`src/rtl/counter_scheduler.sv`:
```
// counter_scheduler: shares one WIDTH-bit up-counter between two requesters.
// Round-robin grant, timed run of len ticks (0 means 2^WIDTH), and a one-cycle
// done pulse to the owner. An owner dropping req aborts the run without done.
module counter_scheduler #(
  parameter int unsigned WIDTH = 5
) (
  input  logic             clock,
  input  logic             reset,
  input  logic [1:0]       req,
  input  logic [WIDTH-1:0] len0,
  input  logic [WIDTH-1:0] len1,
  output logic [1:0]       gnt,
  output logic             busy,
  output logic [WIDTH-1:0] count,
  output logic [1:0]       done
);

  localparam logic [WIDTH-1:0] ONE = {{(WIDTH-1){1'b0}}, 1'b1};

  typedef enum logic [1:0] {
    S_IDLE = 2'd0,
    S_RUN  = 2'd1,
    S_DONE = 2'd2
  } state_t;

  state_t           r_state, w_state_nxt;
  logic [WIDTH-1:0] r_count, w_count_nxt;
  logic [WIDTH-1:0] r_term,  w_term_nxt;
  logic             r_owner, w_owner_nxt;
  logic             r_prio,  w_prio_nxt;
  logic             w_win;

  // Arbitration: a lone requester wins; on a tie the favoured side (r_prio) wins.
  always_comb begin
    w_win = req[1];
    if (req == 2'b11) begin
      w_win = r_prio;
    end
  end

  // Next-state, counter and bookkeeping logic.
  always_comb begin
    w_state_nxt = r_state;
    w_count_nxt = r_count;
    w_term_nxt  = r_term;
    w_owner_nxt = r_owner;
    w_prio_nxt  = r_prio;
    case (r_state)
      S_IDLE: begin
        if (|req) begin
          w_state_nxt = S_RUN;
          w_owner_nxt = w_win;
          w_count_nxt = '0;
          // len-1 wraps, so len 0 yields all-ones and a full 2^WIDTH tick run
          w_term_nxt  = (w_win ? len1 : len0) - ONE;
        end
      end
      S_RUN: begin
        // abort wins over reaching the terminal count
        if (!req[r_owner]) begin
          w_state_nxt = S_IDLE;
        end else if (r_count == r_term) begin
          w_state_nxt = S_DONE;
          w_prio_nxt  = ~r_owner;
        end else begin
          w_count_nxt = r_count + ONE;
        end
      end
      S_DONE: begin
        w_state_nxt = S_IDLE;
      end
      default: begin
        w_state_nxt = S_IDLE;
      end
    endcase
  end

  // State registers with asynchronous active-low clear.
  always_ff @(posedge clock or negedge reset) begin
    if (!reset) begin
      r_state <= S_IDLE;
      r_count <= '0;
      r_term  <= '0;
      r_owner <= 1'b0;
      r_prio  <= 1'b0;
    end else begin
      r_state <= w_state_nxt;
      r_count <= w_count_nxt;
      r_term  <= w_term_nxt;
      r_owner <= w_owner_nxt;
      r_prio  <= w_prio_nxt;
    end
  end

  // Outputs decoded from registered state only.
  always_comb begin
    gnt   = '0;
    done  = '0;
    busy  = (r_state != S_IDLE);
    count = r_count;
    if (r_state == S_RUN) begin
      gnt = r_owner ? 2'b10 : 2'b01;
    end
    if (r_state == S_DONE) begin
      done = r_owner ? 2'b10 : 2'b01;
    end
  end

endmodule

```
`config.mk`:
```
export PLATFORM = sky130hd
export DESIGN_NAME = counter_scheduler
export DESIGN_NICKNAME = d
export VERILOG_FILES = /design/src/rtl/counter_scheduler.sv
export SDC_FILE = /design/constraint.sdc
export NUM_CORES = 1
export LEC_CHECK = 0
export CAP_MARGIN = 40
export CORE_UTILIZATION = 51
export DETAILED_ROUTE_END_ITERATION = 10
export HOLD_SLACK_MARGIN = 0.03
export MAX_ROUTING_LAYER = met4
export PLACE_DENSITY = 0.9
export SKIP_CTS_REPAIR_TIMING = 1
export SLEW_MARGIN = 0
export SYNTH_ARGS = -nofsm -noshare
export SYNTH_HDL_FRONTEND = slang
export SYNTH_SLANG_ARGS = --single-unit
```
`constraint.sdc`:
```
create_clock -name clock -period 3.5 [get_ports clock]
set_clock_uncertainty 0.1 [all_clocks]
set_input_delay 0.7 -clock clock [delete_from_list [all_inputs] [get_ports clock]]
set_output_delay 0.7 -clock clock [all_outputs]
set_load 0.02 [all_outputs]
```
* Yosys cells after proc, flatten, opt, wreduce, memory -nomap -nowiden
Index checks and enable logic that the tools add are counted.
** Word-level totals
- Flip-flop bits (word level) :: 14
- Bits in latches :: 0
- RAM bits :: 0
- Bits in read-only memories :: 0
- Output and inout bits :: 10
- Word-level logic and storage cells :: 40
- Memories :: 0
** Cells by class
- Add/sub/neg operators :: 2
- Multiply operators :: 0
- Divide/modulo/power cells :: 0
- Magnitude comparators :: 1
- Equal/unequal tests :: 8
- Shift-type cells :: 0
- Multiplexer cells :: 15
- Bitwise gates (word level) :: 1
- Reductions and logical operators :: 8
** Operators with widths (count)
- 2-to-1 mux 5 bit :: 4
- 2-to-1 mux 2 bit :: 6
- case mux 5 bit (2 select lines) :: 1
- != test 2 bit, second input constant :: 3
- adder 5 x 1 -> 5 bit, second input constant :: 1
- == test 5 bit :: 1
- subtractor 5 x 1 -> 5 bit, second input constant :: 1
- == test 2 bit, second input constant :: 2
- case mux 2 bit (2 select lines) :: 1
- AND reduction 2 bit :: 2
- AND reduction 4 bit :: 1
- nonzero test 2 bit :: 2
- 2-to-1 mux 1 bit :: 3
- != test 3 bit, second input constant :: 1
- AND reduction 3 bit :: 1
- == test 2 x 1 -> 1 bit, second input constant :: 1
- zero test 2 bit :: 1
- less-than comparator 1 x 2 -> 1 bit, second input constant :: 1
- OR reduction 2 bit :: 1
- inverter 1 bit :: 1

* Longest topological paths before layout
- Depth in word-level cells :: 4
- Mapped depth :: 6
- Mapped depth without buffers :: 6

* Worst setup path after synthesis
No wires, ideal clock.
- Kind :: in2reg
- From :: input port req[0]
- To :: register r_term[4]
- Arrival :: 1784 ps
- Slack :: 1488 ps
- Stages on the path :: 6
- Path buffers :: 0
- Path through :: nand2b_1 > nand2_1 > mux2i_1 > ha_1 > a221oi_1 > o41ai_2
** Between the ends
- Word-level cells in the longest chain between the ends :: 4
- Elaborated cells on any way between the ends :: 6
- Classes of those cells :: add/sub (1); eq/ne (1); mux (2); reduce/logical (2)
** RTL lines
- start: declaration :: line 9 : input logic [1:0] req,
- == test 2 bit :: line 36 : if (req == 2'b11) begin
- 2-to-1 mux 1 bit :: line 36
- 2-to-1 mux 5 bit :: line 55 : w_term_nxt = (w_win ? len1 : len0) - ONE;
- subtractor 5 x 1 -> 5 bit :: line 55
- end signal: assignment :: line 89 : r_term <= w_term_nxt;
- end: declaration :: line 28 : logic [WIDTH-1:0] r_term, w_term_nxt;
Parallel ways exist; a longest one is shown, timed or not.
A chain may end at the register's enable or synchronous reset.

* Final worst setup path
- From :: register r_state[1]
- To :: output port gnt[0]
** Between the ends
- Word-level cells in the longest chain between the ends :: 2
** RTL lines
- start: declaration :: line 26 : state_t r_state, w_state_nxt;
- start signal: assignment :: line 87 : r_state <= w_state_nxt;
- == test 2 x 1 -> 1 bit :: line 101 : if (r_state == S_RUN) begin
- 2-to-1 mux 2 bit :: line 101
- end: declaration :: line 12 : output logic [1:0] gnt,
No other way between the ends.

==> flow_summary.json <==
{
  "yosysSeqAreaShare": 0.379,
  "synth_top_area_cell": "sky130_fd_sc_hd__dfrtp_1",
  "fp.dieH_um": 44.6,
  "grt_overflow_total": 0,
  "fin_ws_ns": 1.03,
  "rsz0062_at_grt": "false",
  "routed_via_density": 5.71,
  "clock-sinks": 14,
  "final_nets": 135,
  "final_max_slew_viol_count": 0,
  "place.port_buffers": 23,
  "worstPathRequired_ns": 2.70,
  "worstSetupStartpointType": "register",
  "cp_slowest_cell": "sky130_fd_sc_hd__clkdlybuf4s50_1",
  "synth_ff_type": "sky130_fd_sc_hd__dfrtp_1",
  "placement_rows": 15,
  "worst_ep_arrival_ns": 1.67,
  "power.leakage_nw": 0.507,
  "fp.coreArea_sq_mm": 0.00171,
  "timing.final.crit_share": 0.707,
  "cts_max_path_buffers": 2,
  "postSynthNetCount": 109,
  "ff_latch_area_sq_um": 350,
  "num_vias": 811,
  "clock_power_share": 0.115,
  "clk_root_buffer_cell": "sky130_fd_sc_hd__clkbuf_4",
  "area_used_by_multi_input_combinational_logic_sq_um": 543,
  "final_cell_mix": "23 x sky130_fd_sc_hd__clkdlybuf4s50_1, 14 x sky130_fd_sc_hd__dfrtp_1, 9 x sky130_fd_sc_hd__nor2_1, 7 x sky130_fd_sc_hd__nand2_1, 7 x sky130_fd_sc_hd__mux2i_1",
  "synth_cell_type_count": 41,
  "switching_share": 0.418,
  "syn_area_per_cell_sq_um": 9.94,
  "antenna_violations_before_repair": 0,
  "drtAntennaViolNets": 0,
  "cp_cell_sequence": "nand2b_1 -> nor2_1 -> clkdlybuf4s50_1",
  "reg2reg_slack_ns": 1.51,
  "ir_worst_vdd_mv": 0.412,
  "critPathMaxFanout": 6,
  "period_needed_ns": 2.47,
  "synth-edff-count": 0,
  "fmax_ghz": 0.404,
  "boundaryPins": 24,
  "syn2layout_area_growth_pct": 29.0,
  "clk_transition_reported_paths_ns": 0.08,
  "place_ws_ns": 0.739,
  "timing.hold.worst.start": "r_term[2]",
  "insertion_delay_ns": 0.28,
  "synth_cells": 93,
  "detail_route.iter0.violations": 33,
  "setup_viol": 0,
  "mappedNetlistArea_sq_um": 925,
  "grt_max_degree": 15,
  "critPathKind": "reg -> out",
  "status": "finished, final reports clean",
  "fraction_of_synthesized_cell_area_taken_by_the_top_area_cell_type": 0.379,
  "layout.cells.most_common": "sky130_fd_sc_hd__clkdlybuf4s50_1",
  "grt_util_all_layers": 0.238,
  "tritoncts.num_buffers": 3,
  "ys_async_sr_fraction": 1.00,
  "post_route_cells_drive_above_1_share": 0.111,
  "vias_in_the_first_global_route": 742,
  "synth_area_leaders": "sky130_fd_sc_hd__dfrtp_1 38%, sky130_fd_sc_hd__mux2i_1 7.6%, sky130_fd_sc_hd__nor2_1 3.7%",
  "cp_slowest_stage_delay_ns": 0.61,
  "drc_errors": 0,
  "ys_ff_latch": 14,
  "max_cap_violations": 0,
  "cellPowerDensity_mw_per_mm2": 670,
  "start_util": 0.541,
  "tightestPinTransition_ns": 0.628,
  "cts_htree_levels": 1,
  "timing.max_slew.rel_slack": 0.580,
  "finalHoldViolCount": 0,
  "pwr-share-seq": 0.352,
  "tritoncts": "built",
  "hpwl_um": 1580,
  "total_wire_length_um": 2030,
  "reg2reg_from": "r_prio",
  "drt-wirelength-per-cell_um": 14.3,
  "detailedRoute.firstPassIterationCount": 4,
  "whs_path_depth": 2,
  "fillCellCount": 127,
  "fp.dieArea_sq_mm": 0.00199,
  "synthesis.yosys.warnings": 0,
  "final.setup.tns_ns": 0,
  "class_of_the_worst_hold_path": "reg -> reg",
  "worstRegToRegCells": 6,
  "global_route_wire_length_before_repair_um": 3240,
  "internal_power_mw": 0.465,
  "worstHoldEndpoint": "r_term[2]",
  "rr_endpoint": "r_term[4]",
  "total_power_mw": 0.799,
  "power.switching_mw": 0.334,
  "gpl.final_weighted_congestion": 0.831,
  "kind_of_end_point_of_the_critical_path": "primary output",
  "antenna-diode-count": 0,
  "power_frac_comb": 0.533,
  "floorplan.die.width_um": 44.6
}
==> routing by layer <==
| layer | part of all wire | vias to the layer above | wire (um) | global-route usage |
|---|---|---|---|---|
| li1 | - | 396 | - | - |
| met5 | 0 | - | 0 | - |
| met3 | 0.044 | 4 | 90 | 0.0776 |
| met4 | 0.0094 | 0 | 19 | 0.0848 |
| met1 | 0.44 | 387 | 886 | 0.288 |
| met2 | 0.51 | 24 | 1030 | 0.371 |
==> cells in the mapped netlist (2+ instances only) <==
master,number
sky130_fd_sc_hd__nor3b_1,2
sky130_fd_sc_hd__mux2i_1,7
sky130_fd_sc_hd__nand2_1,7
sky130_fd_sc_hd__nor3_1,4
sky130_fd_sc_hd__o22ai_1,2
sky130_fd_sc_hd__a21boi_0,2
sky130_fd_sc_hd__xor2_1,2
sky130_fd_sc_hd__inv_1,4
sky130_fd_sc_hd__ha_1,2
sky130_fd_sc_hd__dfrtp_1,14
sky130_fd_sc_hd__o21ai_0,3
sky130_fd_sc_hd__nand2b_1,2
sky130_fd_sc_hd__o211ai_1,2
sky130_fd_sc_hd__xnor2_1,2
sky130_fd_sc_hd__nor2_1,9
sky130_fd_sc_hd__o21ai_1,2
sky130_fd_sc_hd__nand3_1,3
==> cell type report <==
class                   instances  share of cell area
multi-input cells              73               0.455
flip-flops and latches         14               0.294
repair buffers                 23               0.193
well taps                      25              0.0262
clock buffers                   3              0.0189
inverters                       4              0.0126
==> power by group through the flow <==
stage / Sequential, mW / Clock, mW / Combinational [mW]
after floorplan: 0.284 / 0 / 0.300
after global placement: 0.282 / 0 / 0.414
after detailed placement: 0.284 / 0 / 0.425
after CTS: 0.281 / 0.0953 / 0.426
after global routing: 0.289 / 0.101 / 0.465
final: 0.281 / 0.0916 / 0.426
==> worst max path at each step <==
stage	slack, ns	depth (start not counted)	endpoint	from
2_1_floorplan	1.49	6	r_term[4]	req[0]
3_3_place_gp	0.90	7	r_term[4]	req[0]
3_5_place_dp	0.74	7	r_term[4]	req[0]
4_1_cts	1.02	3	gnt[0]	r_state[1]
5_1_grt	0.93	3	gnt[0]	r_state[1]
6_report	1.03	3	gnt[0]	r_state[1]
==> flip-flops by register name, summed over array words and instances, names as in the netlist <==
signal	cells
count	5
r_term	5
r_state	2
r_owner	1
r_prio	1
==> kinds of logic (layout without fill, tap and decap cells) <==
kind of cell / count (synthesis) / after routing / synth area share
mux: 9 / 9 / 0.100
buf+inv: 6 / 30 / 0.0338
fa+ha+maj: 2 / 2 / 0.0271
simple gates: 36 / 36 / 0.215
flops: 14 / 14 / 0.379
xor+xnor: 5 / 5 / 0.0555
compound gates: 21 / 21 / 0.189
==> critical path, delay by kind of cell, from the launching register on <==
kind	cells	cell delay, ns
flops	1	0.41
simple gates	2	0.38
buf+inv	1	0.61
==> metrics by stage <==
stage	instance area, sq um	util	std cells	hold WS, ns
2_1_floorplan	925	-	93	0.304
6_report	1190	0.698	142	0.412
3_3_place_gp	1170	0.685	139	0.387
3_5_place_dp	1170	0.685	139	0.397
4_1_cts	1190	0.698	142	0.413
5_1_grt	1190	0.698	142	0.444
Power figures use the tool's default switching activity.
==> RTL edit 1 (same settings) <==
Register the output `count`, without a reset; this adds one clock of latency there. The other outputs are not delayed to match.
--- a/src/rtl/counter_scheduler.sv
+++ b/src/rtl/counter_scheduler.sv
@@ -22,6 +22,8 @@
     S_RUN  = 2'd1,
     S_DONE = 2'd2
   } state_t;
+
+  logic [WIDTH-1:0] count_d;
 
   state_t           r_state, w_state_nxt;
   logic [WIDTH-1:0] r_count, w_count_nxt;
@@ -97,7 +99,7 @@
     gnt   = '0;
     done  = '0;
     busy  = (r_state != S_IDLE);
-    count = r_count;
+    count_d = r_count;
     if (r_state == S_RUN) begin
       gnt = r_owner ? 2'b10 : 2'b01;
     end
@@ -106,5 +108,9 @@
     end
   end
 
+  always_ff @(posedge clock) begin
+    count <= count_d;
+  end
+
 endmodule
 
Formal check against the unedited RTL: not equivalent (Yosys sat finds a counterexample within 4 cycles, from zero or initial values and one cycle with reset low).
==> RTL edit 1 against the unedited design <==
Final area grew 6.4%. Sequential power grew 29%. Sequential share of layout area grew 6.1 points. Worst setup slack lost 0.13 ns. Synthesized area grew 7.8%. Power grew 10%. Clock power grew 29%. Wire length shrank 3.6%. Sequential cell count grew 5.
==> RTL edit 1: results (changes against the unedited design) <==
| Metric | Value |
|---|---|
| Status | `finished, final reports clean` |
| Leakage Power | `0.5326 nW (+5.0%)` |
| Nets@finish | `139 (+3.0%)` |
| Vias in the first global route | `758 (+2.2%)` |
| Gpl congestion | `0.8280 (-0.37%)` |
| End of the critical path | `gnt[1]` |
| Post-synth ARST share | `73.68% (-26 points)` |
| Pin count of the biggest net entering global routing | `16 (+1)` |
| 1st-iter DRT viols | `19 (-42%)` |
| Layout cells sized above 1 | `9.836% (-1.3 points)` |
| Clock latency at the later pin of the worst-skew pair | `0.31 ns (+0.03 ns)` |
| Global Route Usage Sum | `22.90% (-0.87 points)` |
| Post-synth top cells | `dfrtp_1, nand2_1, mux2i_1, xnor2_1, dfxtp_1` |
| Clock Tree Root | `clkbuf_4` |
| First-pass GRT wire length | `3298 microns (+1.9%)` |
| Initial antenna violation count | `0 (unchanged)` |
| Synthesized Nets | `114 (+4.6%)` |
| Routed wire per std cell | `13.29 microns (-6.8%)` |
| YS warnings | `0 (unchanged)` |
| Worst Tran Pin Value | `0.8428 ns (+0.2152 ns)` |
| Seq/Total Area, Yosys | `45.17% (+7.3 points)` |
| CTS clock-pin slew for the worst setup and hold paths | `0.12 ns (+0.04 ns)` |
| Vias post-DR | `819 (+0.99%)` |
| Max VDD drop | `333.3 uV (-19%)` |
| Hold Path Origin | `count_d[1]` |
| Switching part of the total | `41.16% (-0.65 points)` |
| Worst R2R Setup Slack | `1.44 ns (-0.07 ns)` |
| Post-synth cell types | `38 (-7.3%)` |
| Hold EP | `count[1]` |
| Hold depth | `0 (-2)` |
| Sequential power | `362 uW (+29%)` |
| Comb power frac | `45.5% (-7.8 points)` |
| # fillers | `141 (+11%)` |
| Critical-path maximum fanout | `7 (+1)` |
| CP startpoint | `r_state[0]` |
| Critical path arrival | `1.80 ns (+0.13 ns)` |
| DPL Wire Length | `1505 microns (-4.8%)` |
| Hold WS | `0.3922 ns (-0.02005 ns)` |
| Top cells by area, synth | `dfrtp_1, dfxtp_1, mux2i_1` |
-- RTL edit 1: cell types whose count changed after synthesis, moves of 2 or more --
cell     before  now
xnor2_1       2    6
a21o_1        0    2
o22ai_1       2    0
a21oi_1       0    3
o21ai_1       2    4
dfxtp_1       0    5
nand2_1       7   10
nor2_1        9    4
o31ai_1       1    3
-- RTL edit 1: worst max-delay path, stage by stage, from the launching register on --
cell             delay, ns
dfrtp_1               0.46
nor2b_1               0.26
and2_2                0.18
clkdlybuf4s50_1       0.59
-- RTL edit 1: cell families (layout without fill, tap and decap cells) --
group / after synthesis / after routing / synth area share [%]
fa+ha+maj: 2 / 2 / 2.509
xor+xnor: 7 / 7 / 6.148
mux: 7 / 7 / 7.152
compound gates: 24 / 24 / 19.07
simple gates: 33 / 33 / 16.82
flops: 19 / 19 / 45.17
buf+inv: 6 / 30 / 3.136
-- RTL edit 1: through the flow --
stage               area [sq um]  power (mW)  std cells  setup slack, ns
detailed placement          1239      0.7668        143           0.5735
global route                1269      0.9464        147           0.7555
CTS                         1269      0.8822        147           0.8964
global placement            1239      0.7554        143           0.7301
floorplan                  997.2      0.6469         98            1.355
finish                      1269      0.8805        147           0.8998
-- RTL edit 1: metal layers --
metal / part of all wire, % / track usage, % / vias up
li1: - / - / 398
met1: 44 / 26.47 / 400
met2: 51 / 37.75 / 17
met3: 2.4 / 2.353 / 4
met4: 2.5 / 14.12 / 0
met5: 0 / - / -
-- RTL edit 1: cell type report --
type / instances / area, sq um / share of cell area, %
Timing Repair Buffer: 23 / 230.2 / 18.15
Clock buffer: 3 / 22.52 / 1.775
Sequential cell: 19 / 450.4 / 35.50
Multi-Input combinational cell: 73 / 515.5 / 40.63
Inverter: 3 / 11.26 / 0.8876
Clock inverter: 1 / 7.507 / 0.5917
Tap cell: 25 / 31.28 / 2.465
==> RTL edit 2 (same settings) <==
Without the edit above. Set the parameter `WIDTH` to 7 (it was 5).
--- a/src/rtl/counter_scheduler.sv
+++ b/src/rtl/counter_scheduler.sv
@@ -2,7 +2,7 @@
 // Round-robin grant, timed run of len ticks (0 means 2^WIDTH), and a one-cycle
 // done pulse to the owner. An owner dropping req aborts the run without done.
 module counter_scheduler #(
-  parameter int unsigned WIDTH = 5
+  parameter int unsigned WIDTH = 7
 ) (
   input  logic             clock,
   input  logic             reset,
Interface: changed (resized count, len0 and len1); port bits go from 24 to 30. No check against the original RTL was run, so the function may have changed too.
==> RTL edit 2 against the unedited design <==
Worst setup slack got worse by 0.25 ns. Power increased by 9.3%. Non-clock buffer count increased by 8. Combinational power decreased by 0.9%. Sequential cell count increased by 4. Final area increased by 25%. Synthesized area increased by 24%. First-iteration DRC count decreased by 36%. Clock power increased by 8.0%. Hold slack got worse by 0.00092 ns. Sequential power increased by 25%. Wire length increased by 25%. Largest power group unchanged.
==> RTL edit 2: results (changes against the unedited design) <==
| Metric | Value |
|---|---|
| Nets@finish | `183 (+36%)` |
| Placed insts | `185 (+33%)` |
| Status | `finished, final reports clean` |
| Pin count of the biggest net entering global routing | `19 (+4)` |
| Max VDD drop | `526.1 uV (+28%)` |
| Routed wire per std cell | `13.45 microns (-5.7%)` |
| Vias post-DR | `1,063 (+31%)` |
| Top cells by area, synth | `dfrtp_1, xnor2_1, nand2_1` |
| Synthesized Nets | `150 (+38%)` |
| # fillers | `174 (+37%)` |
| Critical-path maximum fanout | `5 (-1)` |
| Worst Hold Class | `reg -> reg` |
| Layout cells sized above 1 | `6.211% (-4.9 points)` |
| Worst Tran Pin Value | `0.7803 ns (+0.1527 ns)` |
| Vias in the first global route | `1,025 (+38%)` |
| H-tree depth | `1 (unchanged)` |
| 1st-iter DRT viols | `21 (-36%)` |
| Gpl congestion | `0.8817 (+6.1%)` |
| Post-synth top cells | `nand2_1, dfrtp_1, o21ai_0, xnor2_1, nor2_1` |
| DPL Wire Length | `1988 microns (+26%)` |
| Global Route Usage Sum | `25.47% (+1.7 points)` |
| CTS clock-pin slew for the worst setup and hold paths | `0.10 ns (+0.02 ns)` |
| Seq/Total Area, Yosys | `39.22% (+1.3 points)` |
| Top_reg_cell synth | `dfrtp_1` |
| Leakage Power | `0.6302 nW (+24%)` |
| Average size of a mapped cell | `8.835 sq um (-11%)` |
| Post-synth cell types | `33 (-20%)` |
| I/O Buffers | `29 (+26%)` |
| Dpl cell area | `1468 sq um (+25%)` |
| Switching power total | `361.1 uW (+8.0%)` |
| First-pass GRT wire length | `4581 microns (+42%)` |
| Drt total wl | `2528 microns (+25%)` |
| Critical path arrival | `2.84 ns (+1.17 ns)` |
RTL edit 2: cell types whose count changed after synthesis, sizes merged, moves of 4 or more:
cell | before | now
a21oi | 0 | 6
xnor2 | 3 | 11
dfrtp | 14 | 18
o21ai | 5 | 13
nand2 | 7 | 20
RTL edit 2: final timing paths:
path                             end  depth (start not counted)  slack, ns      start
max                        r_term[6]                          9       0.77     req[0]
min                        r_term[3]                          2       0.41  r_term[3]
max reg2reg                r_term[6]                          7       1.35     r_prio
min reg2reg                r_term[3]                          2       0.41  r_term[3]
max in group asynchronous   count[0]                          1       2.05      reset
min in group asynchronous   count[6]                          1       0.76      reset
RTL edit 2: routing by layer:
layer / vias up / track usage (%) / part of all wire, %
met5: - / - / 0
li1: 524 / - / -
met3: 2 / 6.481 / 5.3
met2: 34 / 42.92 / 49
met4: 0 / 4.286 / 0.32
met1: 503 / 31.35 / 45
RTL edit 2: critical path, cell delays in order:
cell and delay [ns]:
clkdlybuf4s50_1 0.53, inv_1 0.10, o21ai_2 0.22, mux2i_1 0.27
ha_1 0.22, nor3b_1 0.34, nand2_1 0.11, xor2_1 0.16
o221ai_1 0.18
RTL edit 2: area by class of cell:
type / count / share of cell area [%]
well taps: 27 / 2.267
inverters: 6 / 1.511
flip-flops and latches: 18 / 30.23
clock buffers: 3 / 1.511
multi-input cells: 103 / 44.00
repair buffers: 31 / 20.49
RTL edit 2: logic make-up (layout without fill, tap and decap cells):
family | after synthesis | in the layout | share of synthesized area [%]
XOR/XNOR | 15 | 15 | 11.44
adder cells (fa/ha/maj) | 2 | 2 | 2.178
buffers and inverters | 9 | 40 | 3.703
multiplexers | 4 | 4 | 3.486
flip-flops | 18 | 18 | 39.22
AO/OA/AOI/OAI | 29 | 29 | 16.45
AND/OR/NAND/NOR | 53 | 53 | 23.53
RTL edit 2: metrics by stage:
step / hold WS [ns] / setup WS [ns] / power [mW] / util, %
3_5_place_dp: 0.3959 / 0.4713 / 0.7762 / 71.88
4_1_cts: 0.4181 / 0.7861 / 0.8777 / 72.98
6_report: 0.4113 / 0.7714 / 0.8733 / 72.98
5_1_grt: 0.4363 / 0.5695 / 0.9466 / 72.98
2_1_floorplan: 0.3044 / 1.133 / 0.6316 / -
3_3_place_gp: 0.3898 / 0.5765 / 0.7578 / 71.88
RTL edit 2: power by group through the flow:
stage / logic, mW / clock network, mW / registers [mW]
after global placement: 0.406 / 0 / 0.352
final: 0.422 / 0.0989 / 0.352
after detailed placement: 0.421 / 0 / 0.356
after CTS: 0.423 / 0.102 / 0.352
after global routing: 0.467 / 0.113 / 0.366
after floorplan: 0.285 / 0 / 0.347
